File: config.mk
export PLATFORM = sky130hd
export DESIGN_NAME = parity_frame_tx
export DESIGN_NICKNAME = d
export VERILOG_FILES = /design/src/rtl/parity_pkg.sv /design/src/rtl/bit_timer.sv /design/src/rtl/parity_frame_tx.sv
export SDC_FILE = /design/constraint.sdc
export NUM_CORES = 1
export LEC_CHECK = 0
export CAP_MARGIN = 20
export CORE_MARGIN = 1
export CORE_UTILIZATION = 50
export CTS_CLUSTER_SIZE = 25
export DETAILED_ROUTE_END_ITERATION = 8
export HOLD_SLACK_MARGIN = 0.08
export PLACE_DENSITY = 0.81
export RECOVER_POWER = 50
export SYNTH_ARGS = -nofsm -noshare
export SYNTH_HDL_FRONTEND = slang
export SYNTH_SLANG_ARGS = --single-unit
File: constraint.sdc
create_clock -name clk -period 2.05 [get_ports clk]
set_input_delay 0.41 -clock clk [delete_from_list [all_inputs] [get_ports clk]]
set_output_delay 0.41 -clock clk [all_outputs]
set_load 0.1 [all_outputs]
File: src/rtl/parity_pkg.sv
// Shared types and constants for the parity transmit chain.
package parity_pkg;

  localparam int DATA_W_DEF       = 4;
  localparam int CLKS_PER_BIT_DEF = 4;
  // start + data + parity + stop
  localparam int FRAME_BITS       = DATA_W_DEF + 3;

  typedef enum logic [2:0] {
    IDLE,
    START,
    DATA,
    PARITY,
    STOP
  } tx_state_t;

endpackage

File: src/rtl/bit_timer.sv
// Bit-period timer: one-cycle tick in the last cycle of every serial bit.
module bit_timer #(
  parameter int CLKS_PER_BIT = 4
) (
  input  logic clk,
  input  logic rst_n,
  input  logic clr,
  output logic tick
);

  localparam int CW = (CLKS_PER_BIT > 1) ? $clog2(CLKS_PER_BIT) : 1;
  localparam logic [CW-1:0] LAST = CW'(CLKS_PER_BIT - 1);

  logic [CW-1:0] cnt;

  // Held at zero while cleared so the first bit of a frame is full length.
  assign tick = !clr && (cnt == LAST);

  // Count 0..CLKS_PER_BIT-1, wrapping at each bit boundary.
  always_ff @(posedge clk or negedge rst_n) begin
    if (!rst_n)          cnt <= '0;
    else if (clr || tick) cnt <= '0;
    else                 cnt <= cnt + 1'b1;
  end

endmodule

File: src/rtl/parity_frame_tx.sv
// Serial frame transmitter: start, data LSB first, parity, stop.
module parity_frame_tx
  import parity_pkg::*;
#(
  parameter int DATA_W       = DATA_W_DEF,
  parameter int CLKS_PER_BIT = CLKS_PER_BIT_DEF
) (
  input  logic              clk,
  input  logic              rst_n,
  input  logic [DATA_W-1:0] m,
  input  logic              par,
  input  logic              in_valid,
  output logic              in_ready,
  output logic              tx,
  output logic              busy,
  output logic              frame_done
);

  localparam int BW = $clog2(DATA_W + 1);
  localparam logic [BW-1:0] LAST_BIT = BW'(DATA_W - 1);

  tx_state_t         state_q, state_d;
  logic [DATA_W-1:0] shreg;
  logic [DATA_W-1:0] sh_nxt;
  logic              par_q;
  logic [BW-1:0]     bit_cnt;
  logic              tx_q;
  logic              tick;
  logic              accept;

  assign accept = in_valid && in_ready;
  assign sh_nxt = shreg >> 1;
  assign tx     = tx_q;

  // Timer stays cleared in IDLE; every later state entry lands on a wrap.
  bit_timer #(.CLKS_PER_BIT(CLKS_PER_BIT)) u_timer (
    .clk   (clk),
    .rst_n (rst_n),
    .clr   (state_q == IDLE),
    .tick  (tick)
  );

  // State register.
  always_ff @(posedge clk or negedge rst_n) begin
    if (!rst_n) state_q <= IDLE;
    else        state_q <= state_d;
  end

  // Next state and handshake/status outputs.
  always_comb begin
    state_d    = state_q;
    in_ready   = 1'b0;
    busy       = 1'b1;
    frame_done = 1'b0;
    case (state_q)
      IDLE: begin
        in_ready = 1'b1;
        busy     = 1'b0;
        if (in_valid) state_d = START;
      end
      START:  if (tick) state_d = DATA;
      DATA:   if (tick && (bit_cnt == LAST_BIT)) state_d = PARITY;
      PARITY: if (tick) state_d = STOP;
      STOP: begin
        if (tick) begin
          frame_done = 1'b1;
          state_d    = IDLE;
        end
      end
      default: state_d = IDLE;
    endcase
  end

  // Datapath: tx is loaded with the value of the bit about to start, so the
  // line changes exactly at state/bit boundaries straight from a flop.
  always_ff @(posedge clk or negedge rst_n) begin
    if (!rst_n) begin
      shreg   <= '0;
      par_q   <= 1'b0;
      bit_cnt <= '0;
      tx_q    <= 1'b1;
    end else begin
      case (state_q)
        IDLE: begin
          if (accept) begin
            shreg   <= m;
            par_q   <= par;
            bit_cnt <= '0;
            tx_q    <= 1'b0;
          end
        end
        START: if (tick) tx_q <= shreg[0];
        DATA: begin
          if (tick) begin
            shreg   <= sh_nxt;
            bit_cnt <= bit_cnt + 1'b1;
            tx_q    <= (bit_cnt == LAST_BIT) ? par_q : sh_nxt[0];
          end
        end
        PARITY: if (tick) tx_q <= 1'b1;
        default: tx_q <= 1'b1;
      endcase
    end
  end

endmodule

# Word-level counts from Yosys, hierarchy flattened
# Index checks and enable logic that the tools add are counted.
[totals] reg_bits=14 inputBits=8 out_inout_bits=4 elab_cells=55
[classes] add_sub_neg=2 eq_ne=13 mux=23 reduce_logical=11
[op_table] op="$mux W3" count=7
[op_table] op="$pmux W3 S5" count=1
[op_table] op="$ne A2 B2 Y1 const B" count=7
[op_table] op="$eq A3 B2 Y1 const B" count=3
[op_table] op="$mux W1" count=9
[op_table] op="$mux W4" count=2
[op_table] op="$pmux W4 S2" count=1
[op_table] op="$pmux W3 S2" count=1
[op_table] op="$reduce_and A5 Y1" count=1
[op_table] op="$pmux W1 S4" count=1
[op_table] op="$reduce_and A4 Y1" count=1
[op_table] op="$add A3 B1 Y3 const B" count=1
[op_table] op="$eq A3 B1 Y1 const B" count=1
[op_table] op="$eq A3 B3 Y1 const B" count=1
[op_table] op="$logic_and A1 B1 Y1" count=3
[op_table] op="$logic_not A3 Y1" count=1
[op_table] op="$reduce_and A3 Y1" count=1
[op_table] op="$add A2 B1 Y2 const B" count=1
[op_table] op="$eq A2 B2 Y1 const B" count=1
[op_table] op="$mux W2" count=1
[op_table] op="$reduce_and A2 Y1" count=1
[op_table] op="$reduce_bool A2 Y1" count=1
[op_table] op="$logic_not A1 Y1" count=1
[op_table] op="$logic_or A1 B1 Y1" count=1

# Logic depth before layout (Yosys ltp)
# Gate-level depths: netlist of run 1.
[depth] ltp_word=6 depth_mapped=5 ltp_nobuf=5

# Cells and area by module
# Synthesis of run 1 repeated with hierarchy kept, for this count alone.
[unflattened] cells_unflattened=74 hier_area_um2=790.8
[by_module_without_submodules] module="parity_frame_tx" instances=1 cells_per_inst=68 area_each_um2=704.4 seq_area_each_um2=301.5
[by_module_without_submodules] module="bit_timer" instances=1 cells_per_inst=6 area_each_um2=86.3 seq_area_each_um2=50.0

# Worst setup path before layout of run 1
# OpenSTA, ideal clock, no wires.
[synth_path] path_kind="flip-flop to output port" startpoint="reg state_q[0]" endpoint="out busy" arrival_ns=2.695 t_required_ns=1.640 setup_slack_ns=-1.055 stages_incl_launch_ff=3 path_buffers=0 cell_sequence="dfrtp_1 nor3_2 inv_1"
[synth_between] elab_chain_cells=2
[synth_rtl] item="from (decl)" line="parity_frame_tx.sv:22" text="tx_state_t state_q, state_d;"
[synth_rtl] item="from (signal assigned)" line="parity_frame_tx.sv:46" text="else state_q <= state_d;"
[synth_rtl] item="$logic_not A3 Y1" line="parity_frame_tx.sv:55" text="case (state_q)"
[synth_rtl] item="$mux W1" line="parity_frame_tx.sv:55"
[synth_rtl] item="to (decl)" line="parity_frame_tx.sv:15" text="output logic busy,"
# Every way passes these cells.

# Worst setup path in the final report of run 1
# Ends and elaborated chain as after synthesis.

==> results.md, run 1 <==
- Mapped cell area: 764 um^2
- Final Hold Fails: 0
- Clk sink count: 14
- First-pass GRT wire length: 2120 um
- Cts repair resizes: 0
- TritonRoute pass-1 iters: 4
- Outcome: completed
- Storage element area: 352 um^2
- Post-synth top area share: 42.6%
- Register share of total power: 36.9%
- Routability cong.: 0.805
- Final WS setup: 0.0856 ns
- CTS tree: yes
- Die Y: 41.1 um
- Nets: 92
- Slew margin rel.: 56.8%
- CP max FO: 13
- Yosys top cell by area: dfrtp_1
- Htree depth: 1
- Overall routing resource usage: 19.2%
- CP max stage cell: dfrtp_1
- Slew at the pin with the worst max-slew slack: 0.646 ns
- Final ANT Viol Nets: 0
- Post-synthesis cell type count: 33
- VDD IR max: 1070 uV
- # IOs: 12
- Vias: 568
- FF-to-FF Start: u_timer.cnt[0]
- Syn Inst Count: 69
- Ys flop type: dfrtp_1
- Final WL: 1370 um
- Worst-path cell chain: nor3_4 > inv_1 > buf_12
- Worst Path Buf+Inv: 2
- Clk pwr share: 12.7%
- Area grow syn2layout: 24.4%
- Clock-pin slew on the worst setup and hold paths: 0.09 ns
- Initial antenna violation count: 0
- Async SR Flop Fraction: 100%
- Ys Warns: 0
- Combinational power share: 50.3%
- Cell Count, Final, Fillers Out: 95
- Sw Share: 43.5%
- Hold slack final: 0.454 ns
- Fmax achieved: 509 MHz
- Port buffer count: 11
- CTS Hold Bufs: 0
- Fillers: 107
- Hold Path Sink: u_timer.cnt[0]
- Nature of the critical path endpoint: output port
- Wire length per cell: 14.5 um
- Layout Utilization: 69.6%
- Clk root buf: clkbuf_4
- Hold Crit Depth: 1
- Cell Int Power: 0.870 mW
- Syn Nets: 80
- Die width: 41.1 um
- Pins Over Slew Limit: 0
- N_diodes: 0
- Final critical-path share of the clock period: 95.8%
- Register-to-Register Path Depth: 4
- Largest net degree at the start of global routing: 15
- Gr ovfl total: 0
- DRC marker count from the first detailed-route iteration: 19
- Hold WC Path Type: reg2reg
- Synth top area cells: dfrtp_1, mux2_2, ha_1
- Die Area: 1690 um^2
- DR vias/cell: 5.98
- Clk Latency, worst-skew pair: 0.27 ns
- Share of layout cells above drive strength 1: 21.3%
- Crit path kind: reg2out
- PD cells: 1620 nW/um^2
- Synth Register Bits: 14
- Hold Startpoint: u_timer.cnt[0]
- Vias in the first global route: 450
- CP Launch Type: flop
- CP delay by family, top: flip-flops
- Detailed Place HPWL: 1040 um
- Worst Skew: 0.00227 ns
- Mapped Avg Cell Area: 11.1 um^2
- RSZ-0062 raised after global routing: false
- Clk buf depth: 2
- Reg2reg end: shreg[1]
- Net switching power: 0.671 mW
- Sequential area share after synthesis: 46.0%
- Total core area: 1370 um^2
- Crit path required time: 1.64 ns
- Placed Cells: 91
- Number of enable flip-flop cells after synthesis: 0
- Max incr delay on CP: 0.56 ns
- DR DRC count: 0
- Post-CTS setup buffers: 0
- Multi-input logic area: 379 um^2
- Leakage power: 0.420 nW
- MaxCap Viol Count: 0
- Pre-CTS WS: 0.168 ns
- Min Clock Period, post-route: 1.96 ns
- FP Rows: 13
- Final setup violation count: 0
- Critical path arrival: 1.55 ns
- FF-to-FF setup slack: 0.30 ns
- CTS buffer count: 3
- Initial core utilization: 56.0%
registers in the layout, indices dropped and copies added (netlist names):
name,flops
bit_cnt,3
par_q,1
shreg,4
tx,1
u_timer.cnt,2
state_q,3
worst max path at each step:
stage                     startpoint  endpoint  slack, ns  cells past startpoint
after floorplan           state_q[0]      busy      -0.40                      2
after CTS                 state_q[0]      busy       0.08                      3
after global routing      state_q[0]      busy       0.01                      3
after global placement      in_valid  shreg[2]       0.24                      4
after detailed placement    in_valid  shreg[2]       0.17                      4
final                     state_q[0]      busy       0.09                      3
synth_stat cells, types with 2 or more instances:
| master | number |
|---|---|
| buf_2 | 2 |
| nor3_2 | 2 |
| o32ai_1 | 2 |
| inv_1 | 4 |
| mux2_1 | 3 |
| o21ai_0 | 2 |
| ha_1 | 3 |
| nand2_1 | 5 |
| a22o_1 | 2 |
| a21oi_1 | 2 |
| nor2_1 | 4 |
| buf_4 | 2 |
| dfrtp_1 | 13 |
| mux2_2 | 4 |
final cells by class:
type	count	share of cell area (%)
well taps	15	1.97
multi-input cells	47	39.9
inverters	4	1.58
clock buffers	4	3.82
flip-flops and latches	14	37.0
repair buffers	11	15.8
placed cells by master, fill, tap and decap left out, types with 2 or more instances in the layout:
cell type        synthesis  routed
nand2_1                  5       5
a22o_1                   2       2
inv_1                    4       4
dfrtp_1                 13      13
nor2_1                   4       4
mux2_2                   4       4
mux2_1                   3       3
ha_1                     3       3
clkdlybuf4s50_1          0       6
buf_12                   0       4
o32ai_1                  2       2
o21ai_0                  2       2
a21oi_1                  2       2
clkbuf_4                 0       3
power by group through the flow:
| stage | clock network (mW) | registers [mW] | logic (mW) |
|---|---|---|---|
| 2_1_floorplan | 0 | 0.564 | 0.574 |
| 3_3_place_gp | 0 | 0.571 | 0.762 |
| 3_5_place_dp | 0 | 0.573 | 0.779 |
| 4_1_cts | 0.201 | 0.567 | 0.781 |
| 5_1_grt | 0.211 | 0.597 | 0.838 |
| 6_report | 0.196 | 0.569 | 0.776 |
metal layers:
metal | track usage, % | up-vias | share of wire, %
met5 | 0 | - | 0
met2 | 25.8 | 17 | 44
met1 | 31.1 | 275 | 51
met4 | 4.84 | 0 | 0
li1 | - | 276 | -
met3 | 3.26 | 0 | 4.6
cell families (layout without fill, tap and decap cells):
kind of cell,count (synthesis),count (layout),share of synthesized area [%]
AO/OA/AOI/OAI,14,14,13.6
XOR/XNOR,1,1,1.15
adder cells (fa/ha/maj),3,3,4.91
buffers and inverters,8,19,5.24
flip-flops,14,14,46.0
multiplexers,9,9,13.6
AND/OR/NAND/NOR,20,20,15.5
through the flow:
| stage | setup TNS [ns] | total power, mW | area (um^2) |
|---|---|---|---|
| after CTS | 0 | 1.55 | 951 |
| after floorplan | -0.401 | 1.14 | 771 |
| after detailed placement | 0 | 1.35 | 915 |
| final | 0 | 1.54 | 951 |
| after global routing | 0 | 1.65 | 951 |
| after global placement | 0 | 1.33 | 915 |
Power figures use the tool's default switching activity.
==> inputs of run 2 (changes only) <==
--- a/config.mk
+++ b/config.mk
@@ -5,6 +5,7 @@
 export SDC_FILE = /design/constraint.sdc
 export NUM_CORES = 1
 export LEC_CHECK = 0
+export ABC_CLOCK_PERIOD_IN_PS = 2050
 export CAP_MARGIN = 20
 export CORE_MARGIN = 1
 export CORE_UTILIZATION = 50
==> results of run 2 <==
Final layout, timing and power as in run 1 (identical DEF).
